===== src/rtl/latch_write_arbiter.sv =====
`default_nettype none
// ============================================================================
//  Module   : latch_write_arbiter
//  Purpose  : Shares one bank of transparent D latches among NUM_REQ writers
//             with a setup/enable/hold write sequence. d is never changed
//             while enable is high.
//  Options  : LATCH_ARB_FIXED_PRIO_EN selects fixed priority (lowest index
//             wins) instead of the default round-robin arbitration.
//  Revision : 1.0 - initial release
// ============================================================================
module latch_write_arbiter #(
    parameter int NUM_REQ   = 4,
    parameter int DATA_W    = 8,
    parameter int SETUP_CYC = 1,
    parameter int HOLD_CYC  = 1
) (
    input  logic                         clk,
    input  logic                         reset,
    input  logic [NUM_REQ-1:0]           req,
    input  logic [NUM_REQ*DATA_W-1:0]    req_data,
    output logic [NUM_REQ-1:0]           grant,
    output logic [DATA_W-1:0]            latch_d,
    output logic                         latch_enable,
    output logic                         busy,
    output logic [$clog2(NUM_REQ)-1:0]   owner
);

    localparam int OW = $clog2(NUM_REQ);
    localparam logic [3:0]         C_SETUP_LAST = 4'(SETUP_CYC - 1);
    localparam logic [3:0]         C_HOLD_LAST  = 4'(HOLD_CYC - 1);
    localparam logic [NUM_REQ-1:0] C_ONE        = NUM_REQ'(1);

    typedef enum logic [1:0] {
        IDLE   = 2'd0,
        SETUP  = 2'd1,
        ENABLE = 2'd2,
        HOLD   = 2'd3
    } state_t;

    state_t              r_state;
    logic [3:0]          r_cnt;
    logic [OW-1:0]       w_winner;
    logic                w_found;
    logic [NUM_REQ-1:0]  w_owner_onehot;

`ifndef LATCH_ARB_FIXED_PRIO_EN
    logic [OW-1:0]       r_rr;
    logic [OW-1:0]       w_rr_next;

    assign w_rr_next = (owner == OW'(NUM_REQ - 1)) ? '0 : owner + 1'b1;
`endif

    assign w_owner_onehot = C_ONE << owner;

    // First requester found in search order wins.
    always_comb begin
        w_winner = '0;
        w_found  = 1'b0;
        for (int i = 0; i < NUM_REQ; i++) begin
`ifdef LATCH_ARB_FIXED_PRIO_EN
            if (!w_found && req[i]) begin
                w_found  = 1'b1;
                w_winner = OW'(i);
            end
`else
            if (!w_found && req[(int'(r_rr) + i) % NUM_REQ]) begin
                w_found  = 1'b1;
                w_winner = OW'((int'(r_rr) + i) % NUM_REQ);
            end
`endif
        end
    end

    always_ff @(posedge clk) begin
        if (reset) begin
            r_state      <= IDLE;
            r_cnt        <= '0;
            grant        <= '0;
            latch_d      <= '0;
            latch_enable <= 1'b0;
            busy         <= 1'b0;
            owner        <= '0;
`ifndef LATCH_ARB_FIXED_PRIO_EN
            r_rr         <= '0;
`endif
        end else begin
            grant <= '0;
            case (r_state)
                IDLE: begin
                    if (|req) begin
                        latch_d <= req_data[w_winner*DATA_W +: DATA_W];
                        owner   <= w_winner;
                        busy    <= 1'b1;
                        r_cnt   <= '0;
                        r_state <= SETUP;
                    end
                end
                SETUP: begin
                    if (r_cnt == C_SETUP_LAST) begin
                        r_cnt        <= '0;
                        latch_enable <= 1'b1;
                        r_state      <= ENABLE;
                    end else begin
                        r_cnt <= r_cnt + 1'b1;
                    end
                end
                ENABLE: begin
                    latch_enable <= 1'b0;
                    r_cnt        <= '0;
                    r_state      <= HOLD;
                    // A one-cycle hold makes the first HOLD cycle the grant cycle.
                    if (C_HOLD_LAST == 4'd0) begin
                        grant <= w_owner_onehot;
                    end
                end
                HOLD: begin
                    if (r_cnt == C_HOLD_LAST) begin
                        r_cnt   <= '0;
                        busy    <= 1'b0;
                        r_state <= IDLE;
`ifndef LATCH_ARB_FIXED_PRIO_EN
                        r_rr    <= w_rr_next;
`endif
                    end else begin
                        r_cnt <= r_cnt + 1'b1;
                        if (r_cnt + 1'b1 == C_HOLD_LAST) begin
                            grant <= w_owner_onehot;
                        end
                    end
                end
                default: r_state <= IDLE;
            endcase
        end
    end

endmodule
`default_nettype wire

===== config.mk =====
export PLATFORM = sky130hd
export DESIGN_NAME = latch_write_arbiter
export DESIGN_NICKNAME = d
export VERILOG_FILES = /design/src/rtl/latch_write_arbiter.sv
export SDC_FILE = /design/constraint.sdc
export NUM_CORES = 1
export LEC_CHECK = 0
export BUFFER_PORTS_ARGS = -buffer_cell sky130_fd_sc_hd__buf_2
export CAP_MARGIN = 20
export CORE_ASPECT_RATIO = 1.2
export CORE_UTILIZATION = 45
export DETAILED_ROUTE_END_ITERATION = 8
export PLACE_DENSITY = 0.77
export SETUP_SLACK_MARGIN = 0.05
export SYNTH_ARGS = -nofsm -noshare
export SYNTH_HDL_FRONTEND = slang
export SYNTH_SLANG_ARGS = --single-unit

===== constraint.sdc =====
create_clock -name clk -period 4.05 [get_ports clk]
set_clock_uncertainty 0.15 [all_clocks]
set_input_delay 0.6075 -clock clk [delete_from_list [all_inputs] [get_ports clk]]
set_output_delay 0.6075 -clock clk [all_outputs]
set_load 0.1 [all_outputs]

==> run metrics, run 1 <==
P per Cell Area 581 mW/mm^2; Synth cell types 42; largest net degree at the start of global routing 23; RSZ-0062 raised after global routing false; DR pass1 iterations 4; adder-cell share of the synthesized area a little under a tenth; Tmin final 2.24 ns; Synth-to-Final Area Change 21.2%; Clk pin slew, worst setup/hold paths 0.13 ns; via count 1460; fin cells 261; worst setup path start r_rr[1]$_SDFFE_PP0P_; CP max stage delay ~0.50 ns; vias in the first global route 1368; Req. time, crit path 4.11 ns; DRC 0; Final Power 1.07 mW; Clock Tree Root clkbuf_4; initial antenna violation count 0; Synth Area in Simple Gates 24.9%; final max-slew violation count 0; worst hold start latch_enable$_SDFFE_PP0P_; clock sinks 24; Overall Global Routing Usage 19.8%; worst flop-to-flop path endpoint latch_d[7]$_SDFFE_PP0P_; Die H about 66 microns; max_cap viols 0; setup slack after layout 1.81 ns; # hold bufs at CTS 0; first-pass GRT wire length 5420 microns; Die Wd 55.1 microns; Placed Cells between 200 and 300; CTS Buf Count 3; ANT cells 0; post-place setup slack 1.65 ns; setup bufs post-CTS 0; row count 22; Max H-tree Level 1; gpl congestion ~0.86; CP Launch Type flop; Ports 54; Hold Path Sink latch_enable$_SDFFE_PP0P_; die area 0.00362 sq mm; Starting Density roughly 48%; Setup-failing EPs final 0; fraction of layout cells with a size suffix above 1 31.6%; drt via density 5.59; final WL 3400 microns; Worst VDD drop ~0.0005 V; Avg Synthesized Cell Area 8.64 sq um; Compound-Gate Fraction of Synth Area 21.4%; CP Capture Type flop; GRT overflow 0; most common cell after layout, fill and taps aside buf_2; Final Cycle Share 55.4%; clk_lat worst skew 0.31 ns; Crit Path Category reg2reg; worst endpoint data arrival time 2.31 ns; CTS tree built; FF-to-FF Start r_rr[1]$_SDFFE_PP0P_; Mapped Area 0.00152 sq mm; post-cts resize count 0; hold-critical path depth 2; WP depth 5; flops & latches, synth 24; core area 0.00314 sq mm; starting DRC count in detailed routing 39; most frequent cells in the layout buf_2, dfxtp_1, nor2_1; syn_nets 225; IO buf count 53; Crit path max-delay family multiplexers; setup_tns 0 ns; r2r setup slk 1.81 ns; maximum buffer depth of the clock tree 2; CP bufs+invs 0; DR WL/cell between 10 and 15 microns; worst-margin pin slew ~0.52 ns; f_max 446 MHz; Rel. slew slack 65.0%; Post-Synth XOR/XNOR Area 0.576%; mux contribution to synthesized area 7.90%; status finished clean; CP max FO 9; Post-Synthesis Cells 176; critical path, cell by cell mux2i_2 -> nor2_2 -> nor3_4 -> mux2_2 -> o211a_1; Slowest cell on crit path dfxtp_1; reg2reg path depth 5; Syn. warnings 0; final hold viol count 0; DP HPWL 2580 microns; largest family of logic cells by synthesized area simple AND/OR/NAND/NOR gates; sequential area share after synthesis 31.6%; Final ANT Viol Nets 0; Final #Nets about 280; Worst Hold Class reg2reg; Leak 0.876 nW
## power breakdown
part	switching, mW	leakage [nW]	total, mW	internal (mW)
Combinational	0.443	0.651	0.585	0.142
Clock	0.0725	0.0279	0.173	0.100
Sequential	0.0285	0.197	0.313	0.285
## registers in the layout, indices dropped and copies added (netlist names)
signal / cells
latch_d: 8
grant: 4
r_cnt: 4
owner: 2
r_rr: 2
r_state: 2
busy: 1
latch_enable: 1
## Yosys cell counts
master,instances,area [sq um]
clkbuf_1,4,15.0
nor3_4,1,16.3
a21oi_2,1,8.76
inv_1,8,30.0
nand2_1,9,33.8
mux2i_1,5,50.1
o22ai_1,1,6.26
buf_1,1,3.75
dfxtp_1,24,480
xor2_1,1,8.76
buf_6,1,11.3
nor2_2,2,12.5
mux2_1,2,22.5
or2_2,3,18.8
nor2b_1,2,12.5
a21o_1,1,7.51
o31ai_1,9,67.6
nand2b_1,6,37.5
nor4_1,1,6.26
a21oi_1,10,50.1
nand2b_4,1,13.8
o221ai_1,3,26.3
ha_1,11,138
o221a_2,1,11.3
or3b_2,1,8.76
o211a_1,5,50.1
o31a_1,1,8.76
nor2_1,15,56.3
o21ai_0,3,15.0
nand3b_1,1,7.51
a211o_1,3,26.3
a31oi_1,5,31.3
and2_1,5,31.3
buf_2,2,10.0
nor3b_1,3,22.5
mux2_2,3,33.8
mux2i_2,1,13.8
nand4_1,8,50.1
nand3_1,6,30.0
o21a_1,1,7.51
a41oi_1,1,8.76
nor3_1,4,20.0
## per-stage QoR
step	utilization, %	hold WS [ns]	area (sq um)
after global placement	57.1	0.321	1790
final	58.7	0.356	1840
after floorplan	-	0.349	1520
after global routing	58.7	0.398	1840
after CTS	58.7	0.361	1840
after detailed placement	57.1	0.326	1790
## layout make-up
type / instances / area (sq um)
fill: 293 / 1290
multi-input combinational: 136 / 970
sequential: 24 / 480
timing repair buffer: 53 / 265
tap: 36 / 45.0
clock inverter: 1 / 30.0
inverter: 8 / 30.0
clock buffer: 3 / 22.5
## worst reg2reg max path: cells and delay by family, from the launching register on
kind | cells | cell delay [ns]
flip-flops | 1 | 0.50
multiplexers | 2 | 0.67
AND/OR/NAND/NOR | 2 | 0.62
AO/OA/AOI/OAI | 1 | 0.20
## how the worst max path moves through the flow
stage / to / slack (ns)
floorplan: latch_d[0]$_SDFFE_PP0P_ / 1.85
global placement: latch_d[2]$_SDFFE_PP0P_ / 1.67
detailed placement: latch_d[7]$_SDFFE_PP0P_ / 1.65
CTS: latch_d[7]$_SDFFE_PP0P_ / 1.81
global route: latch_d[7]$_SDFFE_PP0P_ / 1.64
finish: latch_d[7]$_SDFFE_PP0P_ / 1.81
## kinds of logic after synthesis
| logic type | after synthesis |
|---|---|
| simple gates | 68 |
| xor+xnor | 1 |
| mux | 11 |
| fa+ha+maj | 11 |
| flops | 24 |
| buf+inv | 16 |
| compound gates | 45 |
## per-layer routing
metal	routed length [microns]	GRT usage (%)	up-vias
met5	0	0	-
met2	1680	35.4	43
met1	1500	23.3	669
met3	190	2.08	4
met4	35	6.88	0
li1	-	-	744
Note: power is estimated with default switching activity, not from simulation.
==> run 2: changes to the inputs <==
--- a/config.mk
+++ b/config.mk
@@ -10,7 +10,7 @@
 export CORE_ASPECT_RATIO = 1.2
 export CORE_UTILIZATION = 45
 export DETAILED_ROUTE_END_ITERATION = 8
-export PLACE_DENSITY = 0.77
+export PLACE_DENSITY = 0.8
 export SETUP_SLACK_MARGIN = 0.05
 export SYNTH_ARGS = -nofsm -noshare
 export SYNTH_HDL_FRONTEND = slang
==> constraint.sdc (replaced) <==
create_clock -name clk -period 2 [get_ports clk]
set_clock_uncertainty 0.15 [all_clocks]
set_input_delay 0.3 -clock clk [delete_from_list [all_inputs] [get_ports clk]]
set_output_delay 0.3 -clock clk [all_outputs]
set_load 0.1 [all_outputs]
==> run 2 against run 1 <==
Final cell count grew 3.4%. Cell area rose by 4.5%. Combinational power is 110% higher. First-iteration DRC count fell by 49%. Utilization grew 2.6 points. Critical endpoint is now busy$_SDFFE_PP0P_. Hold slack worse by 0.24 ns. Sequential cell count stayed put. Die area did not move. Largest power group unchanged. Highest routed layer unchanged. Wire length increased by 4.1%. Worst setup slack got worse by 1.6 ns.
==> run metrics, run 2 (synthesis results as in run 1) <==
Die Wd roughly 55 microns; Ports 54; Worst Hold Class in2reg; first-pass GRT wire length 5300 microns; clock sinks 24; IO buf count 53; Final Power 2.22 mW; Largest Register latch_d; final WL 3540 microns; FF+latch area 484 sq um; Min Hold Slack 0.116 ns; DRC 0; most common cell after layout, fill and taps aside buf_2; Rel. slew slack 64.8%; starting DRC count in detailed routing 20; setup_tns 0 ns; post-place setup slack 0.0576 ns; Tmin final 1.84 ns; worst-margin pin slew 0.523 ns; final max-slew violation count 0; Leak around 0.93 nW; Worst VDD drop 0.000849 V; GRT overflow 0; CP Launch Type flop; Largest register FFs 8; CTS Buf Count 3; f_max 543 MHz; Req. time, crit path about 2.1 ns; via count 1507; CP Capture Type flop; Final #Nets 284; Final ANT Viol Nets 0; Setup-failing EPs final 0; core area 0.00314 sq mm; worst endpoint data arrival time between 1.5 and 2 ns; Overall Global Routing Usage 19.9%; Final Cycle Share 92.1%; footprint of the multi-input gates 977 sq um; Clk pin slew, worst setup/hold paths 0.14 ns; Starting Density 48.4%; row count 22; ANT cells 0; clk_lat worst skew roughly 0.32 ns; max_cap viols 0; drt via density 5.58; gpl congestion 0.854; CTS tree built; maximum buffer depth of the clock tree 2; DR pass1 iterations 7; DR WL/cell ~13 microns; final hold viol count 0; status finished clean; Die H 65.7 microns; fill count roughly 280; # hold bufs at CTS 0; Crit Path Category reg2reg; Max H-tree Level 1; Clock Tree Root clkbuf_4; Top Registers latch_d x8, grant x4, r_cnt x4; fraction of layout cells with a size suffix above 1 35.0%; die area between 0.003 and 0.004 sq mm; RSZ-0062 raised after global routing false; Synth-to-Final Area Change 26.7%; most frequent cells in the layout buf_2, dfxtp_1, nor2_1; largest net degree at the start of global routing 15; P per Cell Area 1150 mW/mm^2; CP max FO 4; vias in the first global route 1273; setup slack after layout around 0.16 ns; initial antenna violation count 0; DP HPWL 2700 microns
-- run 2: changes by cell type in the layout (fill, tap and decap cells not counted), sizes merged --
cell	delta
buf	+9
-- run 2: metal layers --
metal / vias up / GRT usage, % / share of wire (%)
li1: 763 / - / -
met5: - / 0 / 0
met4: 0 / 9.38 / 1.5
met2: 42 / 31.6 / 48
met1: 698 / 25.5 / 46
met3: 4 / 3.01 / 5.0
-- run 2: cell type report --
type | count | area share [%]
Sequential cell | 24 | 25.1
Timing Repair Buffer | 62 | 17.5
Inverter | 8 | 1.56
Clock buffer | 3 | 1.17
Clock inverter | 1 | 1.56
Tap cell | 36 | 2.34
Multi-Input combinational cell | 136 | 50.7
-- run 2: where the power goes --
part	switching, mW	internal (mW)
clock network	0.156	0.203
logic	0.904	0.319
registers	0.0624	0.576
-- run 2: per-stage QoR --
step / utilization, % / instance area (sq um) / instances
floorplan: - / 1520 / 176
global placement: 58.7 / 1840 / 264
detailed placement: 58.7 / 1840 / 264
CTS: 60.4 / 1900 / 268
global route: 61.4 / 1930 / 270
finish: 61.4 / 1930 / 270
-- run 2: what timing repair did --
item                                    in CTS  in global routing
endpoints found under the setup margin       0                  9
resized for setup                            0                  7
setup buffers                                0                  2
hold endpoints to repair                     0                  0
-- run 2: critical path: stages, from the launching register on --
cell and delay (ns):
dfxtp_1 0.36, inv_1 0.09, ha_1 0.18, or3b_2 0.51, o31ai_1 0.25, o31a_1 0.16
nor2_1 0.04
-- run 2: worst paths after layout --
kind | depth (start not counted) | to | from | slack, ns
worst max-delay path | 6 | busy$_SDFFE_PP0P_ | r_cnt[0]$_SDFFE_PP0P_ | 0.16
worst min register to register | 2 | latch_enable$_SDFFE_PP0P_ | latch_enable$_SDFFE_PP0P_ | 0.36
worst min-delay path | 2 | r_rr[1]$_SDFFE_PP0P_ | reset | 0.12
worst max register to register | 6 | busy$_SDFFE_PP0P_ | r_cnt[0]$_SDFFE_PP0P_ | 0.16
